**src/rtl/lsu_mem_ctrl_pkg.sv**
```systemverilog
// Shared definitions for the load/store controller and its helpers.
//   - XLEN: data/address width of the memory bus
//   - size_e: access size encodings (byte/half/word/double)
//   - state_e: controller FSM states
//   - is_misaligned(): natural-alignment check for an access
package lsu_mem_ctrl_pkg;

  localparam int XLEN = 64;

  typedef enum logic [1:0] {
    SZ_B = 2'd0,
    SZ_H = 2'd1,
    SZ_W = 2'd2,
    SZ_D = 2'd3
  } size_e;

  typedef enum logic [1:0] {
    IDLE   = 2'd0,
    ACCESS = 2'd1,
    RESP   = 2'd2
  } state_e;

  // An access is misaligned when any offset bit below its natural size is set.
  function automatic logic is_misaligned(logic [2:0] off, size_e size);
    logic mis;
    case (size)
      SZ_B:    mis = 1'b0;
      SZ_H:    mis = off[0];
      SZ_W:    mis = |off[1:0];
      default: mis = |off;
    endcase
    return mis;
  endfunction

endpackage

```
**src/rtl/lsu_mem_ctrl_if.sv**
```systemverilog
// Bus bundle between the execute stage, the load/store controller and the
// data memory.
//   req_*  : request handshake from execute (valid/ready)
//   resp_* : response handshake back to execute (valid/ready)
//   mem_*  : strobes/data to the memory model, mem_rdata returned combinationally
// Modports: slave = controller side, master = execute stage + memory side.
interface lsu_mem_ctrl_if;
  import lsu_mem_ctrl_pkg::*;

  logic            req_valid;
  logic            req_ready;
  logic            req_we;
  logic [1:0]      req_size;
  logic            req_unsigned;
  logic [XLEN-1:0] req_addr;
  logic [XLEN-1:0] req_wdata;

  logic            resp_valid;
  logic            resp_ready;
  logic [XLEN-1:0] resp_rdata;
  logic            resp_err;

  logic [XLEN-1:0] mem_addr;
  logic            mem_ce;
  logic            mem_we;
  logic [XLEN-1:0] mem_wdata;
  logic [7:0]      mem_wmask;
  logic [XLEN-1:0] mem_rdata;

  modport slave (
    input  req_valid, req_we, req_size, req_unsigned, req_addr, req_wdata,
    input  resp_ready, mem_rdata,
    output req_ready, resp_valid, resp_rdata, resp_err,
    output mem_addr, mem_ce, mem_we, mem_wdata, mem_wmask
  );

  modport master (
    output req_valid, req_we, req_size, req_unsigned, req_addr, req_wdata,
    output resp_ready, mem_rdata,
    input  req_ready, resp_valid, resp_rdata, resp_err,
    input  mem_addr, mem_ce, mem_we, mem_wdata, mem_wmask
  );

endinterface

```
**src/rtl/lsu_load_align.sv**
```systemverilog
// Combinational load aligner: picks the addressed bytes out of a 64-bit
// memory word and sign- or zero-extends them to 64 bits.
//   raw : 64-bit word as read from memory (8-byte aligned)
//   off : byte offset within the word
//   size: access size (SZ_B..SZ_D)
//   uns : 1 = zero-extend, 0 = sign-extend (ignored for doubles)
//   ext : aligned, extended result
module lsu_load_align
  import lsu_mem_ctrl_pkg::*;
(
  input  logic [XLEN-1:0] raw,
  input  logic [2:0]      off,
  input  size_e           size,
  input  logic            uns,
  output logic [XLEN-1:0] ext
);

  logic [XLEN-1:0] shifted;

  always_comb begin
    shifted = raw >> {off, 3'b000};
    case (size)
      SZ_B:    ext = uns ? {56'd0, shifted[7:0]}  : {{56{shifted[7]}},  shifted[7:0]};
      SZ_H:    ext = uns ? {48'd0, shifted[15:0]} : {{48{shifted[15]}}, shifted[15:0]};
      SZ_W:    ext = uns ? {32'd0, shifted[31:0]} : {{32{shifted[31]}}, shifted[31:0]};
      default: ext = shifted;
    endcase
  end

endmodule

```
**src/rtl/lsu_mem_ctrl.sv**
```systemverilog
// Load/store controller in front of the data memory model.
// Accepts one request at a time, drives an aligned memory access for
// ACCESS_CYCLES cycles (write strobe only in the last one), aligns load data
// and returns a response; misaligned requests skip memory and answer with err.
//   clk, rst : clock, asynchronous active-high reset
//   bus      : lsu_mem_ctrl_if.slave (request, response and memory signals)
// ACCESS_CYCLES: cycles mem_ce is held per access, 1..15.
module lsu_mem_ctrl
  import lsu_mem_ctrl_pkg::*;
#(
  parameter int ACCESS_CYCLES = 1
) (
  input  logic           clk,
  input  logic           rst,
  lsu_mem_ctrl_if.slave  bus
);

  state_e          state_q, state_d;
  logic [3:0]      cnt_q, cnt_d;
  logic            accept;
  logic            last;
  logic            req_mis;

  logic            we_q;
  logic            err_q;
  size_e           size_q;
  logic            uns_q;
  logic [XLEN-1:0] addr_q;
  logic [XLEN-1:0] wdata_q;
  logic [XLEN-1:0] rdata_q;
  logic [XLEN-1:0] load_ext;
  logic [2:0]      off_q;
  logic [7:0]      lanes;

  assign off_q   = addr_q[2:0];
  assign last    = (cnt_q == 4'(ACCESS_CYCLES - 1));
  assign req_mis = is_misaligned(bus.req_addr[2:0], size_e'(bus.req_size));

  lsu_load_align u_align (
    .raw  (bus.mem_rdata),
    .off  (off_q),
    .size (size_q),
    .uns  (uns_q),
    .ext  (load_ext)
  );

  // State / control registers
  always_ff @(posedge clk or posedge rst) begin
    if (rst) begin
      state_q <= IDLE;
      cnt_q   <= 4'd0;
      we_q    <= 1'b0;
      err_q   <= 1'b0;
    end else begin
      state_q <= state_d;
      cnt_q   <= cnt_d;
      if (accept) begin
        we_q  <= bus.req_we;
        err_q <= req_mis;
      end
    end
  end

  // Request data and load result; outputs are gated by state, so no reset needed
  always_ff @(posedge clk) begin
    if (accept) begin
      addr_q  <= bus.req_addr;
      wdata_q <= bus.req_wdata;
      size_q  <= size_e'(bus.req_size);
      uns_q   <= bus.req_unsigned;
      rdata_q <= '0;
    end else if (state_q == ACCESS && last && !we_q) begin
      rdata_q <= load_ext;
    end
  end

  // Next state, handshakes and memory strobes
  always_comb begin
    state_d        = state_q;
    cnt_d          = cnt_q;
    accept         = 1'b0;
    lanes          = 8'h00;
    bus.req_ready  = 1'b0;
    bus.resp_valid = 1'b0;
    bus.resp_rdata = '0;
    bus.resp_err   = 1'b0;
    bus.mem_addr   = '0;
    bus.mem_ce     = 1'b0;
    bus.mem_we     = 1'b0;
    bus.mem_wdata  = '0;
    bus.mem_wmask  = 8'h00;

    case (size_q)
      SZ_B:    lanes = 8'h01;
      SZ_H:    lanes = 8'h03;
      SZ_W:    lanes = 8'h0F;
      default: lanes = 8'hFF;
    endcase

    case (state_q)
      IDLE: begin
        bus.req_ready = 1'b1;
        if (bus.req_valid) begin
          accept  = 1'b1;
          cnt_d   = 4'd0;
          state_d = req_mis ? RESP : ACCESS;
        end
      end
      ACCESS: begin
        bus.mem_ce    = 1'b1;
        // One write per store: strobe only in the cycle the access completes.
        bus.mem_we    = we_q && last;
        bus.mem_addr  = {addr_q[XLEN-1:3], 3'b000};
        bus.mem_wdata = wdata_q << {off_q, 3'b000};
        bus.mem_wmask = lanes << off_q;
        if (last) begin
          cnt_d   = 4'd0;
          state_d = RESP;
        end else begin
          cnt_d = cnt_q + 4'd1;
        end
      end
      RESP: begin
        bus.resp_valid = 1'b1;
        bus.resp_rdata = rdata_q;
        bus.resp_err   = err_q;
        if (bus.resp_ready) state_d = IDLE;
      end
      default: state_d = IDLE;
    endcase
  end

endmodule
```
**src/flat_wrapper.sv**
```systemverilog
// flat-port wrapper written by rule: the top's interface ports become plain ports
module lsu_mem_ctrl_flat import lsu_mem_ctrl_pkg::*;
#(
  parameter int ACCESS_CYCLES = 1
)
  (clk, rst, bus_req_valid, bus_req_we, bus_req_size, bus_req_unsigned, bus_req_addr, bus_req_wdata, bus_resp_ready, bus_mem_rdata, bus_req_ready, bus_resp_valid, bus_resp_rdata, bus_resp_err, bus_mem_addr, bus_mem_ce, bus_mem_we, bus_mem_wdata, bus_mem_wmask);
  lsu_mem_ctrl_if bus_i ();
  input  logic clk;
  input  logic rst;
  input wire logic [$bits(bus_i.req_valid)-1:0] bus_req_valid;
  input wire logic [$bits(bus_i.req_we)-1:0] bus_req_we;
  input wire logic [$bits(bus_i.req_size)-1:0] bus_req_size;
  input wire logic [$bits(bus_i.req_unsigned)-1:0] bus_req_unsigned;
  input wire logic [$bits(bus_i.req_addr)-1:0] bus_req_addr;
  input wire logic [$bits(bus_i.req_wdata)-1:0] bus_req_wdata;
  input wire logic [$bits(bus_i.resp_ready)-1:0] bus_resp_ready;
  input wire logic [$bits(bus_i.mem_rdata)-1:0] bus_mem_rdata;
  output wire logic [$bits(bus_i.req_ready)-1:0] bus_req_ready;
  output wire logic [$bits(bus_i.resp_valid)-1:0] bus_resp_valid;
  output wire logic [$bits(bus_i.resp_rdata)-1:0] bus_resp_rdata;
  output wire logic [$bits(bus_i.resp_err)-1:0] bus_resp_err;
  output wire logic [$bits(bus_i.mem_addr)-1:0] bus_mem_addr;
  output wire logic [$bits(bus_i.mem_ce)-1:0] bus_mem_ce;
  output wire logic [$bits(bus_i.mem_we)-1:0] bus_mem_we;
  output wire logic [$bits(bus_i.mem_wdata)-1:0] bus_mem_wdata;
  output wire logic [$bits(bus_i.mem_wmask)-1:0] bus_mem_wmask;
  assign bus_i.req_valid = bus_req_valid;
  assign bus_i.req_we = bus_req_we;
  assign bus_i.req_size = bus_req_size;
  assign bus_i.req_unsigned = bus_req_unsigned;
  assign bus_i.req_addr = bus_req_addr;
  assign bus_i.req_wdata = bus_req_wdata;
  assign bus_i.resp_ready = bus_resp_ready;
  assign bus_i.mem_rdata = bus_mem_rdata;
  assign bus_req_ready = bus_i.req_ready;
  assign bus_resp_valid = bus_i.resp_valid;
  assign bus_resp_rdata = bus_i.resp_rdata;
  assign bus_resp_err = bus_i.resp_err;
  assign bus_mem_addr = bus_i.mem_addr;
  assign bus_mem_ce = bus_i.mem_ce;
  assign bus_mem_we = bus_i.mem_we;
  assign bus_mem_wdata = bus_i.mem_wdata;
  assign bus_mem_wmask = bus_i.mem_wmask;
  lsu_mem_ctrl #(.ACCESS_CYCLES(ACCESS_CYCLES)) u_core (.clk(clk), .rst(rst), .bus(bus_i));
endmodule
```
**config.mk**
```make
export PLATFORM = sky130hd
export DESIGN_NAME = lsu_mem_ctrl_flat
export DESIGN_NICKNAME = d
export VERILOG_FILES = /design/src/rtl/lsu_mem_ctrl_pkg.sv /design/src/rtl/lsu_mem_ctrl_if.sv /design/src/rtl/lsu_load_align.sv /design/src/rtl/lsu_mem_ctrl.sv /design/src/flat_wrapper.sv
export SDC_FILE = /design/constraint.sdc
export NUM_CORES = 1
export LEC_CHECK = 0
export ABC_AREA = 1
export CORE_MARGIN = 2
export CORE_UTILIZATION = 37
export CTS_BUF_LIST = sky130_fd_sc_hd__clkbuf_4 sky130_fd_sc_hd__clkbuf_8
export DETAILED_ROUTE_END_ITERATION = 10
export PLACE_DENSITY = 0.68
export SYNTH_ARGS = -nofsm -noshare
export SYNTH_HDL_FRONTEND = slang
export SYNTH_SLANG_ARGS = --single-unit
```
**constraint.sdc**
```tcl
create_clock -name clk -period 12.8 [get_ports clk]
set_input_delay 1.92 -clock clk [delete_from_list [all_inputs] [get_ports clk]]
set_output_delay 1.92 -clock clk [all_outputs]
set_load 0.02 [all_outputs]
```
=== Yosys cells after proc, flatten, opt, wreduce, memory -nomap -nowiden ===
Cells that the tools add are included.

* Register bits after elaboration: 203
* Input port bits: 200
* Output and inout port bits: 205
* Word-level logic and storage cells: 60

* Add/sub/neg operators: 1
* Equality and inequality tests: 9
* Shifts and indexed selects: 3
* Mux-type cells: 25
* Reduce and logical (&&, ||, !) cells: 13

{| class="wikitable"
|+ Operator list
! kind !! count
|-
| 2-to-1 mux 64 bit || 6
|-
| one-hot mux 64 bit (3 select lines) || 1
|-
| left shift 64 x 6 -> 64 bit || 1
|-
| right shift 64 x 6 -> 64 bit || 1
|-
| one-hot mux 8 bit (3 select lines) || 1
|-
| 2-to-1 mux 2 bit || 4
|-
| 2-to-1 mux 4 bit || 2
|-
| 2-to-1 mux 8 bit || 1
|-
| one-hot mux 4 bit (2 select lines) || 1
|-
| left shift 8 x 3 -> 8 bit || 1
|-
| 2-to-1 mux 1 bit || 7
|-
| equality test 2 x 1 -> 1 bit, second input constant || 3
|-
| equality test 2 bit, second input constant || 3
|-
| logical NOT 2 bit || 3
|-
| one-hot mux 2 bit (3 select lines) || 1
|-
| adder 4 x 1 -> 4 bit, second input constant || 1
|-
| logical NOT 4 bit || 1
|-
| != test 2 bit, second input constant || 2
|-
| logical AND 1 bit || 3
|-
| one-hot mux 1 bit (3 select lines) || 1
|-
| AND reduction 3 bit || 1
|-
| OR reduction 3 bit || 1
|-
| != test 2 x 1 -> 1 bit, second input constant || 1
|-
| AND reduction 2 bit || 1
|-
| other kinds (3) || 3
|}

=== Longest topological paths before layout ===
* Depth after elaboration: 5
* Gate-level depth with buffers: 12
* Depth with buffers taken out: 10

=== By module ===
A second synthesis with hierarchy kept.

* Cells, all modules: 1872
* Area, all modules: 12818.5 sq um

{| class="wikitable"
|+ Modules (own cells, without submodules)
! module !! instances !! cells an instance !! area an instance (sq um) !! seq. area each (sq um)
|-
| lsu_mem_ctrl || 1 || 1397 || 10440.0 || 5415.2
|-
| lsu_load_align || 1 || 475 || 2378.5 || 0.0
|}

=== Least setup slack after synthesis ===
Ideal clock, no wire load.

* Path type: input-to-reg
* Start: input bus_req_valid
* End: register u_core.we_q
* Setup time: 0.338 ns
* Arrival: 6.118 ns
* Data required time: 12.462 ns
* Setup slack: 6.344 ns
* Stages: 4
* Cell sequence: inv_1 > nor2_4 > clkbuf_1 > o21ai_0

* Cells in the longest elaborated chain, start to end: 2

{| class="wikitable"
|+ RTL lines
! element !! RTL line !! RTL
|-
| start: declaration || flat_wrapper.sv:10 || <nowiki>input wire logic [$bits(bus_i.req_valid)-1:0] bus_req_valid;</nowiki>
|-
| 2-to-1 mux 1 bit || lsu_mem_ctrl.sv:103 || <nowiki>if (bus.req_valid) begin</nowiki>
|-
| 2-to-1 mux 1 bit || lsu_mem_ctrl.sv:100 || <nowiki>case (state_q)</nowiki>
|-
| net u_core.accept || lsu_mem_ctrl.sv:20 || <nowiki>logic accept;</nowiki>
|-
| end signal: assignment || lsu_mem_ctrl.sv:58 || <nowiki>we_q <= bus.req_we;</nowiki>
|-
| end: declaration || lsu_mem_ctrl.sv:24 || <nowiki>logic we_q;</nowiki>
|}

The timed path passes the listed nets, and every way through them passes these cells.
A chain may end at the register's enable or synchronous reset.

=== Final worst setup path ===
* Start: register u_core.addr_q[2]
* End: output bus_mem_wdata[1]

* Cells in the longest elaborated chain, start to end: 2

{| class="wikitable"
|+ RTL lines
! element !! RTL line !! RTL
|-
| start: declaration || lsu_mem_ctrl.sv:28 || <nowiki>logic [XLEN-1:0] addr_q;</nowiki>
|-
| start signal: assignment || lsu_mem_ctrl.sv:67 || <nowiki>addr_q <= bus.req_addr;</nowiki>
|-
| left shift 64 x 6 -> 64 bit || lsu_mem_ctrl.sv:114 || <nowiki>bus.mem_wdata = wdata_q << {off_q, 3'b000};</nowiki>
|-
| 2-to-1 mux 64 bit || lsu_mem_ctrl.sv:100 ||
|-
| end: declaration || flat_wrapper.sv:25 || <nowiki>output wire logic [$bits(bus_i.mem_wdata)-1:0] bus_mem_wdata;</nowiki>
|}

Every way passes these cells.

==> reports/metrics.csv <==
metric;value;unit
syn2layout_area_growth;41.33;%
synth_seq_cells;203;
setup.worst_path.start;u_core.addr_q[2];
clock_latency;530;ps
clockRootBuffer;clkbuf_8;
crit_path_start_kind;flip-flop;
die_area;0.03281;mm^2
rows;64;
status;finished with violations;
via_count;11659;
setup_viol;0;
worstReg2RegStart;u_core.addr_q[1];
grt_pass1_wl;68310;um
hold_depth;2;
slew_viol_final;0;
worstRegToRegCells;10;
cp_data_required_time;10880;ps
avgSynthCellArea;7.485;um^2
pwr_density_cell;161.1;mW/mm^2
post-cts-setup-buffer-count;0;
wl_met2;21800;um
design_area;0.01641;mm^2
layout_commonest_cell;clkdlybuf4s50_1;
dp_slack;7151;ps
total_power;2643;uW
fin_crit;6324;ps
p_seq_share;36.5;%
max_slew_margin;16.26;%
gp_congestion;1.013;
hold_path_class;reg2reg;
failed_checks;design-rule violations;
start_util;37.76;%
cellLeakagePower;0.006722;uW
synthesis.area;0.01161;mm^2
path_clk_slew;60;ps
via_per_inst;5.004;
tns;0;ps
drive_gt1_share;7.521;%
io_buffers;401;
synthArstFlopShare;3.941;%
synth.distinct_cells;43;
coreArea;0.03075;mm^2
detail_route.iter0.violations;1132;
r2r_end;u_core.rdata_q[34];
cts_buffer_depth;3;
wirelength;45650;um
wl_per_cell;19.59;um
internal-power;1621;uW
topRoutingLayerUsed;met5;
period_share;49.41;%
gr-usage-all-layers;27.07;%
synth_ff_type;edfxtp_1;
cts_max_level;2;
final_util;53.36;%
synth-seq-area-share;46.64;%
ctsResizeCount;0;
netlist_instances;1551;
critPathMaxFanout;39;
p_clk_share;23.7;%
fmax;158.1;MHz
clock_sinks;203;
hold_viol;0;
cap_violations;0;
cts_tree;done;
grt-ovfl-total;0;
wl_met1;18470;um
endpoint_kind;output port;
worstSetupPathType;reg2out;
cts_buffers;36;
yosys_warnings;0;
dr.pass1.iters;9;
r2r_slack;9390;ps
min_to;u_core.err_q;
first_global_vias;11526;
die_x;181.1;um
final_cell_mix;clkdlybuf4s50_1 (401), nand2_1 (376), nor2_1 (225);
sw_frac_of_total;38.65;%
rsz0062_at_grt;no;
place_area;0.01566;mm^2
grt_max_degree;98;
combPwrFrac;39.8;%
arrival;4400;ps
synth_edf_count;131;
vdd_drop_max;0.09352;mV
antenna_found_initial;11;
drcViolationCount;2;
p_switching;1021;uW
final_antenna_net_count;0;
hold_path_startpoint;u_core.err_q;
postLayoutSetupSlackWorst;6476;ps
worst_slew_pin_slew;1255;ps
pin_count;405;
fp.dieH;181.1;um
hpwl;34150;um
hold_buffers;0;
finish.net_count;2103;
wl_met3;3778;um
clock-skew-final;20.53;ps
-- metrics by stage --
step	hold WS [ps]	instances
after floorplan	453.0	1553
after global placement	475.5	2259
after detailed placement	478.8	2259
after CTS	493.6	2324
after global routing	542.2	2329
final	489.3	2330
-- power groups by stage --
stage	sequential (uW)	combinational, uW	clock, uW
2_1_floorplan	968	673	0
3_3_place_gp	971	1050	0
3_5_place_dp	974	1050	0
4_1_cts	963	1050	642
5_1_grt	982	1160	669
6_report	965	1050	625
-- synthesized netlist by cell type, types with 2 or more instances --
master / instances / share of area (%)
buf_2: 25 / 1.1
o22ai_1: 11 / 0.59
clkbuf_1: 45 / 1.5
nand3_4: 4 / 0.60
ha_1: 2 / 0.22
inv_2: 3 / 0.097
inv_1: 199 / 6.4
o211ai_1: 22 / 1.4
edfxtp_1: 131 / 34
nand3_1: 101 / 4.4
dfxtp_1: 64 / 11
o21ai_1: 24 / 1.0
a31oi_1: 4 / 0.22
buf_6: 12 / 1.2
mux2i_1: 17 / 1.5
buf_1: 11 / 0.36
o21ai_0: 133 / 5.7
o21ai_2: 6 / 0.45
a22oi_1: 9 / 0.58
buf_4: 8 / 0.52
nand2_1: 377 / 12
nor2_4: 2 / 0.19
nand3_2: 3 / 0.26
buf_8: 3 / 0.39
a21oi_1: 42 / 1.8
dfrtp_1: 8 / 1.7
nand2_2: 4 / 0.22
nor2_1: 226 / 7.3
nor2_2: 41 / 2.2
-- state kept, by name, indices dropped and copies added, names as in the netlist --
signal / flops
u_core.addr_q: 64
u_core.cnt_q: 4
u_core.err_q: 1
u_core.rdata_q: 64
u_core.size_q: 2
u_core.state_q: 2
u_core.uns_q: 1
u_core.wdata_q: 64
u_core.we_q: 1
-- cells by family after synthesis --
logic type      Yosys count  synth area share, %
buf+inv                 308                11.57
other cells               1              0.03230
simple gates            763                27.78
fa+ha+maj                 2               0.2155
mux                      17                1.466
compound gates          255                12.14
xor+xnor                  2               0.1509
flops                   203                46.64
-- layer usage --
metal  up-vias  track usage [%]
met3        91            6.793
li1       5687                -
met1      5315            32.78
met2       560            46.13
met4         6            10.73
met5         -                0
-- how the worst max path moves through the flow --
stage,endpoint,slack (ps),cells past startpoint
finish,bus_mem_wdata[1],6480,7
global route,bus_mem_wdata[3],6150,7
floorplan,u_core.we_q,6340,4
detailed placement,bus_mem_wdata[1],7150,7
CTS,bus_mem_wdata[1],6530,7
global placement,bus_mem_wdata[4],7240,7
-- area by class of cell --
| class | count | area, um^2 |
|---|---|---|
| Inverter | 204 | 768.2 |
| Sequential cell | 203 | 5415 |
| Multi-Input combinational cell | 1042 | 4870 |
| Timing Repair Buffer | 414 | 4111 |
| Fill cell | 2955 | 14340 |
| Clock buffer | 55 | 650.6 |
| Antenna cell | 6 | 15.01 |
| Clock inverter | 10 | 82.58 |
| Tap cell | 396 | 495.5 |
-- worst max-delay path, cell delays in order (launching register included) --
cell and delay, ps:
edfxtp_1 370, buf_4 280, nor2_2 1010, inv_1 810, nor2_1 330, inv_1 230, nor2_1 180, clkdlybuf4s50_1 640
(Power assumes the default switching activity.)
==> edit, RTL diff (same settings) <==
Re-encode `state_e` (3 states) as one-hot, 3 bits wide.
--- a/src/rtl/lsu_mem_ctrl_pkg.sv
+++ b/src/rtl/lsu_mem_ctrl_pkg.sv
@@ -15,8 +15,8 @@
   } size_e;
 
-  typedef enum logic [1:0] {
-    IDLE   = 2'd0,
-    ACCESS = 2'd1,
-    RESP   = 2'd2
+  typedef enum logic [2:0] {
+    IDLE   = 3'b001,
+    ACCESS = 3'b010,
+    RESP   = 3'b100
   } state_e;
 
Behaviour: same outputs for any inputs over 4 cycles, from zero or initial values and one cycle with rst high; so few cycles prove little.
==> edit against the unedited design <==
  * Non-clock buffer count shrank 3
  * Total power fell by 2.7%
  * Synthesized area is 0.28% higher
  * Final area grew 0.50%
  * Via count increased by 2.3%
  * Wire length shrank 2.5%
  * Worst setup slack improved by 0.16 ns
  * Sequential cell count rose by 1
  * Global-route usage shrank 0.82 points
==> edit: results (changes against the unedited design) <==
[sta]
fin_crit_sh = 0.482  ; -0.0125
finClkSkew_ns = 0.0209  ; +0.000320 ns
whs_ns = 0.468  ; -0.0213 ns
tightest_slew_ns = 1.10  ; -0.157 ns

[critical_path]
reg2reg_from = u_core.state_q[0]
r2r_cells = 6  ; -4
cp.arrival_ns = 4.24  ; -0.16 ns
cp_slowest_stage_delay_ns = 0.82  ; -0.19 ns
cp_slowest_cell = nor2_4
path_delay_family = simple AND/OR/NAND/NOR gates
crit_fanout = 70  ; +79%
r2r_setup_slack_ns = 9.54  ; +0.15 ns
r2r_end = u_core.wdata_q[20]

[placed_design]
routabilityCongestion = 0.987  ; -2.6%
dp_hpwl_mm = 32.8  ; -3.8%
dpl_worst_slack_ns = 7.21  ; +0.0604 ns
dpl-instance-area_um2 = 15700  ; about the same
dp.cells = 2289  ; +1.3%

[global_routing]
grt_pass1_wl_mm = 66.7  ; -2.4%
grt_max_degree = 83  ; -15%
antenna_found_initial = 21  ; +10
grt_usage = 0.263  ; -0.00820

[worst_hold_path]
holdCritStartpoint = u_core.rdata_q[0]
worstHoldEndpoint = u_core.rdata_q[0]
hp-class = reg2reg

[drt]
routed_wl_mm = 44.5  ; -2.5%
via_count = 11923  ; +2.3%
firstDrtPassIters = 6  ; -3
drtIter0Drc = 1083  ; -4.3%

[run_status]
status = completed

[logic_synthesis]
yosysSeqAreaShare = 0.467  ; +0.000954
synth_cell_types = 37  ; -14%
async_flop_share = 0.0441  ; +0.00471
synth_common_cells = 412 x nand2_1, 256 x nor2_1, 176 x inv_1
ys_warn_count = 0  ; unchanged
avgSynthCellArea_um2 = 7.34  ; -1.9%
synth_area_leaders = edfxtp_1 34%, nand2_1 13%, dfxtp_1 11%

[final_layout]
fin_cells = 2371  ; +1.8%
reg.largest.list = u_core.addr_q x64, u_core.rdata_q x64, u_core.wdata_q x64
post_route_cells_drive_above_1_share = 0.0673  ; -0.00786
finalNetCount = 2134  ; +1.5%

[cts]
numCtsBuffers = 37  ; +2.8%
clk_path_buf_depth = 3  ; unchanged

[power]
ir_worst_vdd_mv = 0.0986  ; +5.4%
leakagePower_nw = 6.84  ; +1.8%

-- edit: how the worst max path moves through the flow --
stage	endpoint	cells after the start	from
2_1_floorplan	u_core.addr_q[0]	3	bus_req_valid
3_3_place_gp	bus_mem_wdata[5]	8	u_core.state_q[2]
3_5_place_dp	bus_mem_wdata[5]	8	u_core.state_q[2]
4_1_cts	bus_mem_wdata[5]	8	u_core.state_q[2]
5_1_grt	bus_mem_wdata[5]	8	u_core.state_q[2]
6_report	bus_mem_wdata[5]	8	u_core.state_q[2]
-- edit: report_power, final --
| part | internal [mW] | switching, mW | leakage [nW] |
|---|---|---|---|
| clock | 0.383 | 0.277 | 0.421 |
| combinational | 0.308 | 0.602 | 4.56 |
| sequential | 0.916 | 0.0847 | 1.86 |
-- edit: layer usage --
layer	GRT usage	up-vias	share of wire
met2	0.438	614	0.49
met1	0.312	5421	0.38
met3	0.0768	98	0.096
li1	-	5780	-
met4	0.124	10	0.036
met5	0	-	0.0015
-- edit: area by class of cell --
type	instances	area (um2)
Fill cell	3004	14300
Sequential cell	204	5440
Inverter	183	697
Antenna cell	15	37.5
Timing Repair Buffer	411	4090
Multi-Input combinational cell	1095	4940
Clock inverter	11	109
Clock buffer	56	683
Tap cell	396	495
-- edit: cells by family (layout without fill, tap and decap cells) --
logic type | after synthesis | in the layout | synth area share
other | 1 | 18 | 0.000322
adders and majority gates | 2 | 2 | 0.00215
AOI/OAI and AO/OA | 221 | 221 | 0.0998
muxes | 15 | 15 | 0.0129
and+or+nand+nor | 852 | 852 | 0.307
DFF | 204 | 204 | 0.467
xor gates and xnor gates | 2 | 2 | 0.00150
buffers and inverters | 289 | 661 | 0.109
